==> src/rtl/sap_1_microprogram_sequencer_if.sv <==
// Bus between the SAP-1 microprogram sequencer and the decode/control-ROM side.
// Optional step_mode/step debug signals exist only when SAP_1_SINGLE_STEP_EN is defined.
interface sap_1_microprogram_sequencer_if;
    logic        start;
    logic [15:0] op_onehot;
    logic [7:0]  map_addr;
    logic        mi_end;
    logic        hlt;
`ifdef SAP_1_SINGLE_STEP_EN
    logic        step_mode;
    logic        step;
`endif
    logic [7:0]  upc;
    logic [5:0]  t_state;
    logic        running;
    logic        halted;
    logic        illegal_op;

`ifdef SAP_1_SINGLE_STEP_EN
    modport master (
        input  start, op_onehot, map_addr, mi_end, hlt, step_mode, step,
        output upc, t_state, running, halted, illegal_op
    );
    modport slave (
        output start, op_onehot, map_addr, mi_end, hlt, step_mode, step,
        input  upc, t_state, running, halted, illegal_op
    );
`else
    modport master (
        input  start, op_onehot, map_addr, mi_end, hlt,
        output upc, t_state, running, halted, illegal_op
    );
    modport slave (
        output start, op_onehot, map_addr, mi_end, hlt,
        input  upc, t_state, running, halted, illegal_op
    );
`endif
endinterface

==> src/rtl/sap_1_microprogram_sequencer.sv <==
// SAP-1 microprogram sequencer: fixed fetch T1..T3, mapped execute T4..T6, run/halt and illegal-opcode flag.
// Optional single-step gating is compiled in with SAP_1_SINGLE_STEP_EN.
module sap_1_microprogram_sequencer #(
    parameter logic [7:0] FETCH_BASE = 8'h00,
    parameter int         EXEC_STEPS = 3
) (
    input  logic clk,
    input  logic rst_n,
    sap_1_microprogram_sequencer_if.master bus
);

    localparam logic [1:0] ST_IDLE  = 2'd0;
    localparam logic [1:0] ST_FETCH = 2'd1;
    localparam logic [1:0] ST_EXEC  = 2'd2;
    localparam logic [1:0] ST_HALT  = 2'd3;

    localparam logic [5:0] T_NONE = 6'b000000;
    localparam logic [5:0] T_1    = 6'b000001;
    localparam logic [5:0] T_4    = 6'b001000;

    localparam logic [1:0] STEP_LAST = 2'(EXEC_STEPS);

    logic [1:0] state_q, state_d;
    logic [7:0] upc_q, upc_d;
    logic [5:0] t_state_q, t_state_d;
    logic [1:0] step_cnt_q, step_cnt_d;
    logic       illegal_q, illegal_d;

    logic       advance;
    logic       op_legal;

    // Exactly-one-hot check: seen_one marks any set bit so far, seen_two a second one.
    logic [16:0] seen_one;
    logic [16:0] seen_two;

    assign seen_one[0] = 1'b0;
    assign seen_two[0] = 1'b0;

    genvar gi;
    generate
        for (gi = 0; gi < 16; gi++) begin : g_onehot
            assign seen_one[gi+1] = seen_one[gi] | bus.op_onehot[gi];
            assign seen_two[gi+1] = seen_two[gi] | (seen_one[gi] & bus.op_onehot[gi]);
        end
    endgenerate

    assign op_legal = seen_one[16] & ~seen_two[16];

`ifdef SAP_1_SINGLE_STEP_EN
    assign advance = ~bus.step_mode | bus.step;
`else
    assign advance = 1'b1;
`endif

    always_comb begin
        state_d    = state_q;
        upc_d      = upc_q;
        t_state_d  = t_state_q;
        step_cnt_d = step_cnt_q;
        illegal_d  = illegal_q;

        case (state_q)
            ST_IDLE: begin
                if (bus.start) begin
                    state_d    = ST_FETCH;
                    upc_d      = FETCH_BASE;
                    t_state_d  = T_1;
                    step_cnt_d = 2'd0;
                end
            end

            ST_FETCH: begin
                if (advance) begin
                    if (t_state_q[2]) begin
                        // Priority at the end of T3: halt, then legality, then execute entry.
                        if (bus.hlt) begin
                            state_d   = ST_HALT;
                            t_state_d = T_NONE;
                        end else if (!op_legal) begin
                            illegal_d = 1'b1;
                            upc_d     = FETCH_BASE;
                            t_state_d = T_1;
                        end else begin
                            state_d    = ST_EXEC;
                            upc_d      = bus.map_addr;
                            t_state_d  = T_4;
                            step_cnt_d = 2'd1;
                        end
                    end else begin
                        upc_d     = upc_q + 8'd1;
                        t_state_d = {t_state_q[4:0], 1'b0};
                    end
                end
            end

            ST_EXEC: begin
                if (advance) begin
                    if (bus.mi_end || (step_cnt_q == STEP_LAST)) begin
                        state_d    = ST_FETCH;
                        upc_d      = FETCH_BASE;
                        t_state_d  = T_1;
                        step_cnt_d = 2'd0;
                    end else begin
                        upc_d      = upc_q + 8'd1;
                        t_state_d  = {t_state_q[4:0], 1'b0};
                        step_cnt_d = step_cnt_q + 2'd1;
                    end
                end
            end

            ST_HALT: begin
                t_state_d = T_NONE;
            end

            default: begin
                state_d   = ST_IDLE;
                upc_d     = FETCH_BASE;
                t_state_d = T_NONE;
            end
        endcase
    end

    always_ff @(posedge clk) begin
        if (!rst_n) begin
            state_q    <= ST_IDLE;
            upc_q      <= FETCH_BASE;
            t_state_q  <= T_NONE;
            step_cnt_q <= 2'd0;
            illegal_q  <= 1'b0;
        end else begin
            state_q    <= state_d;
            upc_q      <= upc_d;
            t_state_q  <= t_state_d;
            step_cnt_q <= step_cnt_d;
            illegal_q  <= illegal_d;
        end
    end

    assign bus.upc        = upc_q;
    assign bus.t_state    = t_state_q;
    assign bus.running    = (state_q == ST_FETCH) || (state_q == ST_EXEC);
    assign bus.halted     = (state_q == ST_HALT);
    assign bus.illegal_op = illegal_q;

endmodule

==> src/flat_wrapper.sv <==
// flat-port wrapper written by rule: the top's interface ports become plain ports
module sap_1_microprogram_sequencer_flat 
#(
    parameter logic [7:0] FETCH_BASE = 8'h00,
    parameter int         EXEC_STEPS = 3
)
  (clk, rst_n, bus_start, bus_op_onehot, bus_map_addr, bus_mi_end, bus_hlt, bus_upc, bus_t_state, bus_running, bus_halted, bus_illegal_op);
  sap_1_microprogram_sequencer_if bus_i ();
  input  logic clk;
  input  logic rst_n;
  input wire logic [$bits(bus_i.start)-1:0] bus_start;
  input wire logic [$bits(bus_i.op_onehot)-1:0] bus_op_onehot;
  input wire logic [$bits(bus_i.map_addr)-1:0] bus_map_addr;
  input wire logic [$bits(bus_i.mi_end)-1:0] bus_mi_end;
  input wire logic [$bits(bus_i.hlt)-1:0] bus_hlt;
  output wire logic [$bits(bus_i.upc)-1:0] bus_upc;
  output wire logic [$bits(bus_i.t_state)-1:0] bus_t_state;
  output wire logic [$bits(bus_i.running)-1:0] bus_running;
  output wire logic [$bits(bus_i.halted)-1:0] bus_halted;
  output wire logic [$bits(bus_i.illegal_op)-1:0] bus_illegal_op;
  assign bus_i.start = bus_start;
  assign bus_i.op_onehot = bus_op_onehot;
  assign bus_i.map_addr = bus_map_addr;
  assign bus_i.mi_end = bus_mi_end;
  assign bus_i.hlt = bus_hlt;
  assign bus_upc = bus_i.upc;
  assign bus_t_state = bus_i.t_state;
  assign bus_running = bus_i.running;
  assign bus_halted = bus_i.halted;
  assign bus_illegal_op = bus_i.illegal_op;
  sap_1_microprogram_sequencer #(.FETCH_BASE(FETCH_BASE), .EXEC_STEPS(EXEC_STEPS)) u_core (.clk(clk), .rst_n(rst_n), .bus(bus_i));
endmodule
==> config.mk <==
export PLATFORM = sky130hd
export DESIGN_NAME = sap_1_microprogram_sequencer_flat
export DESIGN_NICKNAME = d
export VERILOG_FILES = /design/src/rtl/sap_1_microprogram_sequencer_if.sv /design/src/rtl/sap_1_microprogram_sequencer.sv /design/src/flat_wrapper.sv
export SDC_FILE = /design/constraint.sdc
export NUM_CORES = 1
export LEC_CHECK = 0
export CAP_MARGIN = 25
export CORE_MARGIN = 2
export CORE_UTILIZATION = 47
export CTS_CLUSTER_DIAMETER = 100
export DETAILED_ROUTE_END_ITERATION = 12
export PLACE_DENSITY = 0.86
export SLEW_MARGIN = 5
export SYNTH_ARGS = -nofsm -noshare
export SYNTH_HDL_FRONTEND = slang
export SYNTH_SLANG_ARGS = --single-unit
==> constraint.sdc <==
create_clock -name clk -period 4.4 [get_ports clk]
set_clock_uncertainty 0.15 [all_clocks]
set_input_delay 0.88 -clock clk [delete_from_list [all_inputs] [get_ports clk]]
set_output_delay 0.88 -clock clk [all_outputs]
set_load 0.03 [all_outputs]
==> impl_metrics.env, run 1 <==
export IMPL_regArea_sq_um=380.4
export IMPL_finalCritPeriodShare=0.7437
export IMPL_power_per_cell_area_mw_per_mm2=272.8
export IMPL_die_area_sq_mm=0.003007
export IMPL_clk_path_buf_depth=2
export IMPL_drtPass1Iterations=4
export IMPL_yosysSeqAreaShare=0.3131
export IMPL_critPathMaxStageDelay_ns=0.59
export IMPL_dp_cells=215
export IMPL_gp_congestion=0.9262
export IMPL_final_hold_violation_count=0
export IMPL_grt_pass1_vias=1225
export IMPL_endpoint_kind="flop"
export IMPL_io_buffers=45
export IMPL_synth_cell_types=44
export IMPL_cts_tree="yes"
export IMPL_vias=1295
export IMPL_outcome="finished, final reports clean"
export IMPL_crit_type="input pin to flop"
export IMPL_cts_root_buf="clkbuf_4"
export IMPL_place_hpwl_microns=2650
export IMPL_crit_slowest_cell="or4_4"
export IMPL_critPathLaunchType="input pin"
export IMPL_async_flop_share=0
export IMPL_h_tree_depth=1
export IMPL_grt_start_max_net_pins=18
export IMPL_final_core_util=0.6967
export IMPL_synth_edf_count=0
export IMPL_mostFrequentLayoutCells="clkdlybuf4s50_1 (45), nor2_1 (19), dfxtp_1 (19)"
export IMPL_ys_seq_elements=19
export IMPL_multi_input_comb_area_sq_um=785.8
export IMPL_hold_depth=2
export IMPL_hold_class="flop to flop"
export IMPL_start_util=0.4949
export IMPL_worst_slew_pin_slew_ns=0.7619
export IMPL_reg2reg_depth=8
export IMPL_clk_insertion_delay_late_ns=0.30
export IMPL_core_area_sq_mm=0.002455
export IMPL_yosys_area_top_type_share=0.3131
export IMPL_drc=0
export IMPL_rows=18
export IMPL_avgSynthCellArea_sq_um=8.496
export IMPL_rsz0062_at_grt="no"
export IMPL_fin_crit_ns=3.272
export IMPL_ys_warn_count=0
export IMPL_yosys_most_used_dff="dfxtp_1"
export IMPL_synthTopCellsByArea="dfxtp_1 (31%), a221o_1 (6.6%), ha_1 (6.2%), nor2_1 (5.9%), nor2b_1 (3.1%)"
export IMPL_antenna_found_initial=0
export IMPL_track_usage=0.2472
export IMPL_synth_top_area_cell="dfxtp_1"
export IMPL_die_w_microns=54.84
export IMPL_cts_repair_resized=0
export IMPL_setup_viol_count_final=0
export IMPL_wire_per_inst_microns=14.98
export IMPL_irDropWorstVdd_uv=211.7
export IMPL_finalNonFillerCells=219
export IMPL_synth_nets=178
export IMPL_drt_iter0_drc=27
export IMPL_final_common_cell="clkdlybuf4s50_1"
export IMPL_cts_made_buffers=3
export IMPL_postRouteAntennaNets=0
export IMPL_die_h_microns=54.84
export IMPL_cts_clk_slew_worst_paths_ns=0.11
export IMPL_max_cap_violations=0
export IMPL_drive_gt1_frac=0.07407
export IMPL_worst_ep_required_time_ns=4.50
export IMPL_overflow=0
export IMPL_cts_hold_buf=0
export IMPL_cts_setup_buffers=0
export IMPL_final_nets=225
export IMPL_worstPathCellList="clkdlybuf4s50_1 -> or4_4 -> nor3_2 -> a2bb2o_4 -> a211oi_4 -> and3_1 -> a221o_1"
export IMPL_viasPerCell=5.913
export IMPL_slew_limit_headroom=0.4915
export IMPL_leakagePower_nw=0.6138
export IMPL_areaGrowthSynthToFinish_pct=40.78
export IMPL_syn_instance_count=143
export IMPL_diodes=0
export IMPL_drv_slew=0
export IMPL_critPathMaxFanout=8
export IMPL_io_pins=46
export IMPL_netlist_area_sq_mm=0.001215
export IMPL_p_total_mw=0.4665
export IMPL_cp_arrival_ns=3.37
export IMPL_grt_pass1_wl_microns=5382
export IMPL_fillers=208
export IMPL_cts_sinks=19
export IMPL_totalWireLength_microns=3280
export IMPL_fmaxAchievable_mhz=305.6
export IMPL_setup_tns_ns=0
## report_power, final
part           internal (mW)  switching (mW)
Combinational         0.0797           0.103
Clock                 0.0353          0.0538
Sequential             0.183          0.0113
Total                  0.298           0.169
## cell type report
class,instances,share of cell area
well taps,30,0.02195
multi-input cells,113,0.4594
repair buffers,45,0.2634
clock buffers,4,0.01536
inverters,8,0.01756
flip-flops and latches,19,0.2224
## stage by stage
step | area, sq um | hold WS [ns] | setup slack (ns)
2_1_floorplan | 1215 | 0.2918 | 1.542
3_3_place_gp | 1684 | 0.3046 | 0.9031
3_5_place_dp | 1684 | 0.3154 | 0.8203
4_1_cts | 1710 | 0.3329 | 1.128
5_1_grt | 1710 | 0.3670 | 0.9308
6_report | 1710 | 0.3289 | 1.128
## per-layer routing
metal  routed length (microns)  GRT usage
met4                        46    0.09167
met5                         0          0
met3                       144    0.05191
met1                      1401     0.3056
met2                      1687     0.4167
## Yosys cell counts (4+ instances only)
| library cell | count |
|---|---|
| a21oi_1 | 4 |
| a221o_1 | 8 |
| nor3_1 | 5 |
| ha_1 | 6 |
| inv_1 | 8 |
| dfxtp_1 | 19 |
| nand3_1 | 5 |
| o21ai_0 | 7 |
| nand2_1 | 9 |
| a22oi_1 | 4 |
| nor2_1 | 19 |
| nor2b_1 | 6 |
## critical path: cells and delay by family
family                 cells  cell delay (ns)
buffers and inverters      1             0.46
AND/OR/NAND/NOR            3             1.28
AO/OA/AOI/OAI              3             0.75
## registers in the layout (all words and copies together), names as in the netlist
| name | flops |
|---|---|
| u_core.bus.upc | 8 |
| u_core.bus.t_state | 6 |
| u_core.state_q | 2 |
| u_core.step_cnt_q | 2 |
| u_core.bus.illegal_op | 1 |
## path summary, 6_finish.rpt
| path | start | endpoint | slack (ns) |
|---|---|---|---|
| setup / recovery | bus_op_onehot[2] | u_core.bus.upc[7] | 1.13 |
| hold / removal | u_core.step_cnt_q[1] | u_core.step_cnt_q[1] | 0.33 |
| setup reg to reg | u_core.state_q[1] | u_core.bus.upc[6] | 1.74 |
| hold reg to reg | u_core.step_cnt_q[1] | u_core.step_cnt_q[1] | 0.33 |
## kinds of logic (layout without fill, tap and decap cells)
family                   after synthesis  count (layout)  share of synthesized area
buffers and inverters                 11              57                    0.04017
adder cells (fa/ha/maj)                6               6                    0.06179
flip-flops                            19              19                     0.3131
XOR/XNOR                               2               2                    0.01442
multiplexers                           2               2                    0.01648
AO/OA/AOI/OAI                         43              43                     0.3007
AND/OR/NAND/NOR                       60              60                     0.2534
Power figures use the tool's default switching activity.
==> run 2, diff against run 1 <==
Settings changed: CORE_UTILIZATION 47 to 39, PLACE_DENSITY 0.86 to 0.76.
Clock period 4.4 ns to 3 ns, I/O delays scaled along.
==> run 2 against run 1 <==
Against the previous run: critical path depth is 1 higher; routed wire length shrank 4.1%; non-clock buffer count grew 14; via count up 3.6%; setup slack lost 0.95 ns; flip-flop and latch count unchanged; die area rose by 19%; clock power up 50%.
==> impl_metrics.env, run 2 (synthesis results as in run 1) <==
export IMPL_crit_slowest_cell="or4_4"
export IMPL_clk_path_buf_depth=2
export IMPL_fin_crit_ns=2.819
export IMPL_hold_class="flop to flop"
export IMPL_reg2reg_depth=8
export IMPL_cts_setup_buffers=0
export IMPL_diodes=0
export IMPL_holdWs_ns=0.3416
export IMPL_drv_slew=0
export IMPL_critPathTopFamily="simple AND/OR/NAND/NOR gates"
export IMPL_drc=0
export IMPL_cts_repair_resized=0
export IMPL_h_tree_depth=1
export IMPL_cp_arrival_ns=2.91
export IMPL_viasPerCell=5.682
export IMPL_leakagePower_nw=0.6820
export IMPL_rsz0062_at_grt="no"
export IMPL_cts_tree="yes"
export IMPL_cts_sinks=19
export IMPL_cp_depth=8
export IMPL_wire_per_inst_microns=13.33
export IMPL_gp_congestion=0.8416
export IMPL_worst_ep_required_time_ns=3.09
export IMPL_clk_insertion_delay_late_ns=0.30
export IMPL_final_common_cell="clkdlybuf4s50_1"
export IMPL_cts_made_buffers=3
export IMPL_pre_cts_ws_ns=-0.1593
export IMPL_postRouteAntennaNets=0
export IMPL_final_hold_violation_count=0
export IMPL_regArea_sq_um=380.4
export IMPL_cts_root_buf="clkbuf_4"
export IMPL_setup_ws_ns=0.1814
export IMPL_mostFrequentLayoutCells="clkdlybuf4s50_1 (45), nor2_1 (19), dfxtp_1 (19)"
export IMPL_path_buf_inv=2
export IMPL_cts_hold_buf=0
export IMPL_drt_iter0_drc=47
export IMPL_critPathLaunchType="input pin"
export IMPL_largest_reg_flops=8
export IMPL_finalCritPeriodShare=0.9395
export IMPL_die_w_microns=59.82
export IMPL_core_area_sq_mm=0.003003
export IMPL_grt_pass1_wl_microns=5589
export IMPL_hold_depth=2
export IMPL_areaGrowthSynthToFinish_pct=50.15
export IMPL_multi_input_comb_area_sq_um=790.8
export IMPL_die_h_microns=59.82
export IMPL_outcome="finished, final reports clean"
export IMPL_totalWireLength_microns=3145
export IMPL_place_hpwl_microns=2490
export IMPL_antenna_found_initial=0
export IMPL_max_cap_violations=0
export IMPL_slew_limit_headroom=0.7379
export IMPL_final_nets=239
export IMPL_critPathMaxFanout=8
export IMPL_crit_type="input pin to flop"
export IMPL_power_per_cell_area_mw_per_mm2=378.5
export IMPL_setup_viol_count_final=0
export IMPL_vias=1341
export IMPL_io_buffers=45
export IMPL_worstPathCellList="clkdlybuf4s50_1 -> or4_4 -> nor3_2 -> a2bb2o_4 -> a211oi_4 -> and3_1 -> buf_4 -> a221o_1"
export IMPL_drive_gt1_frac=0.1429
export IMPL_grt_pass1_vias=1336
export IMPL_rows=20
export IMPL_track_usage=0.2004
export IMPL_start_util=0.4046
export IMPL_overflow=0
export IMPL_fillers=270
export IMPL_cts_clk_slew_worst_paths_ns=0.11
export IMPL_endpoint_kind="flop"
export IMPL_drtPass1Iterations=4
export IMPL_io_pins=46
export IMPL_grt_start_max_net_pins=16
export IMPL_fmaxAchievable_mhz=354.8
export IMPL_irDropWorstVdd_uv=284.0
export IMPL_critPathMaxStageDelay_ns=0.58
export IMPL_worst_slew_pin_slew_ns=0.3832
export IMPL_die_area_sq_mm=0.003578
## run 2: cell count changes in the layout (fill, tap and decap cells not counted)
cell       previous run  this run
a2111oi_1             1         0
buf_4                 0        14
a2111oi_2             1         2
## run 2: layout make-up
| cell class | count | area share |
|---|---|---|
| well taps | 33 | 0.02263 |
| flip-flops and latches | 19 | 0.2085 |
| repair buffers | 59 | 0.3045 |
| clock buffers | 4 | 0.01440 |
| multi-input cells | 113 | 0.4335 |
| inverters | 8 | 0.01646 |
## run 2: path summary, 6_finish.rpt
check	slack (ns)	from	end
min	0.34	u_core.step_cnt_q[1]	u_core.step_cnt_q[1]
max reg2reg	0.73	u_core.state_q[0]	u_core.bus.upc[4]
max	0.18	bus_op_onehot[2]	u_core.bus.upc[3]
min reg2reg	0.34	u_core.step_cnt_q[1]	u_core.step_cnt_q[1]
## run 2: per-layer routing
layer / global-route usage / vias to the layer above / routed length, microns
met5: 0 / - / 0
met4: 0.07937 / 0 / 54
met3: 0.04978 / 8 / 163
met2: 0.3168 / 39 / 1430
met1: 0.2602 / 629 / 1496
li1: - / 665 / -
## run 2: stage by stage
stage	instance area, sq um	power, mW	TNS, ns	utilization	instances
floorplan	1215	0.4447	0	-	143
global placement	1793	0.5533	-1.097	0.5971	232
detailed placement	1793	0.5580	-1.598	0.5971	232
CTS	1819	0.6918	0	0.6058	236
global route	1824	0.7373	0	0.6075	236
finish	1824	0.6905	0	0.6075	236
## run 2: tightest hold or removal path, cell delays in order (launching register included)
cell     delay, ns
dfxtp_1       0.33
nand2_1       0.06
mux2i_1       0.06
## run 2: where the power goes
part | leakage [nW] | switching [mW] | internal [mW]
registers | 0.154 | 0.0163 | 0.268
clock network | 0.0150 | 0.0820 | 0.0518
logic | 0.513 | 0.145 | 0.127
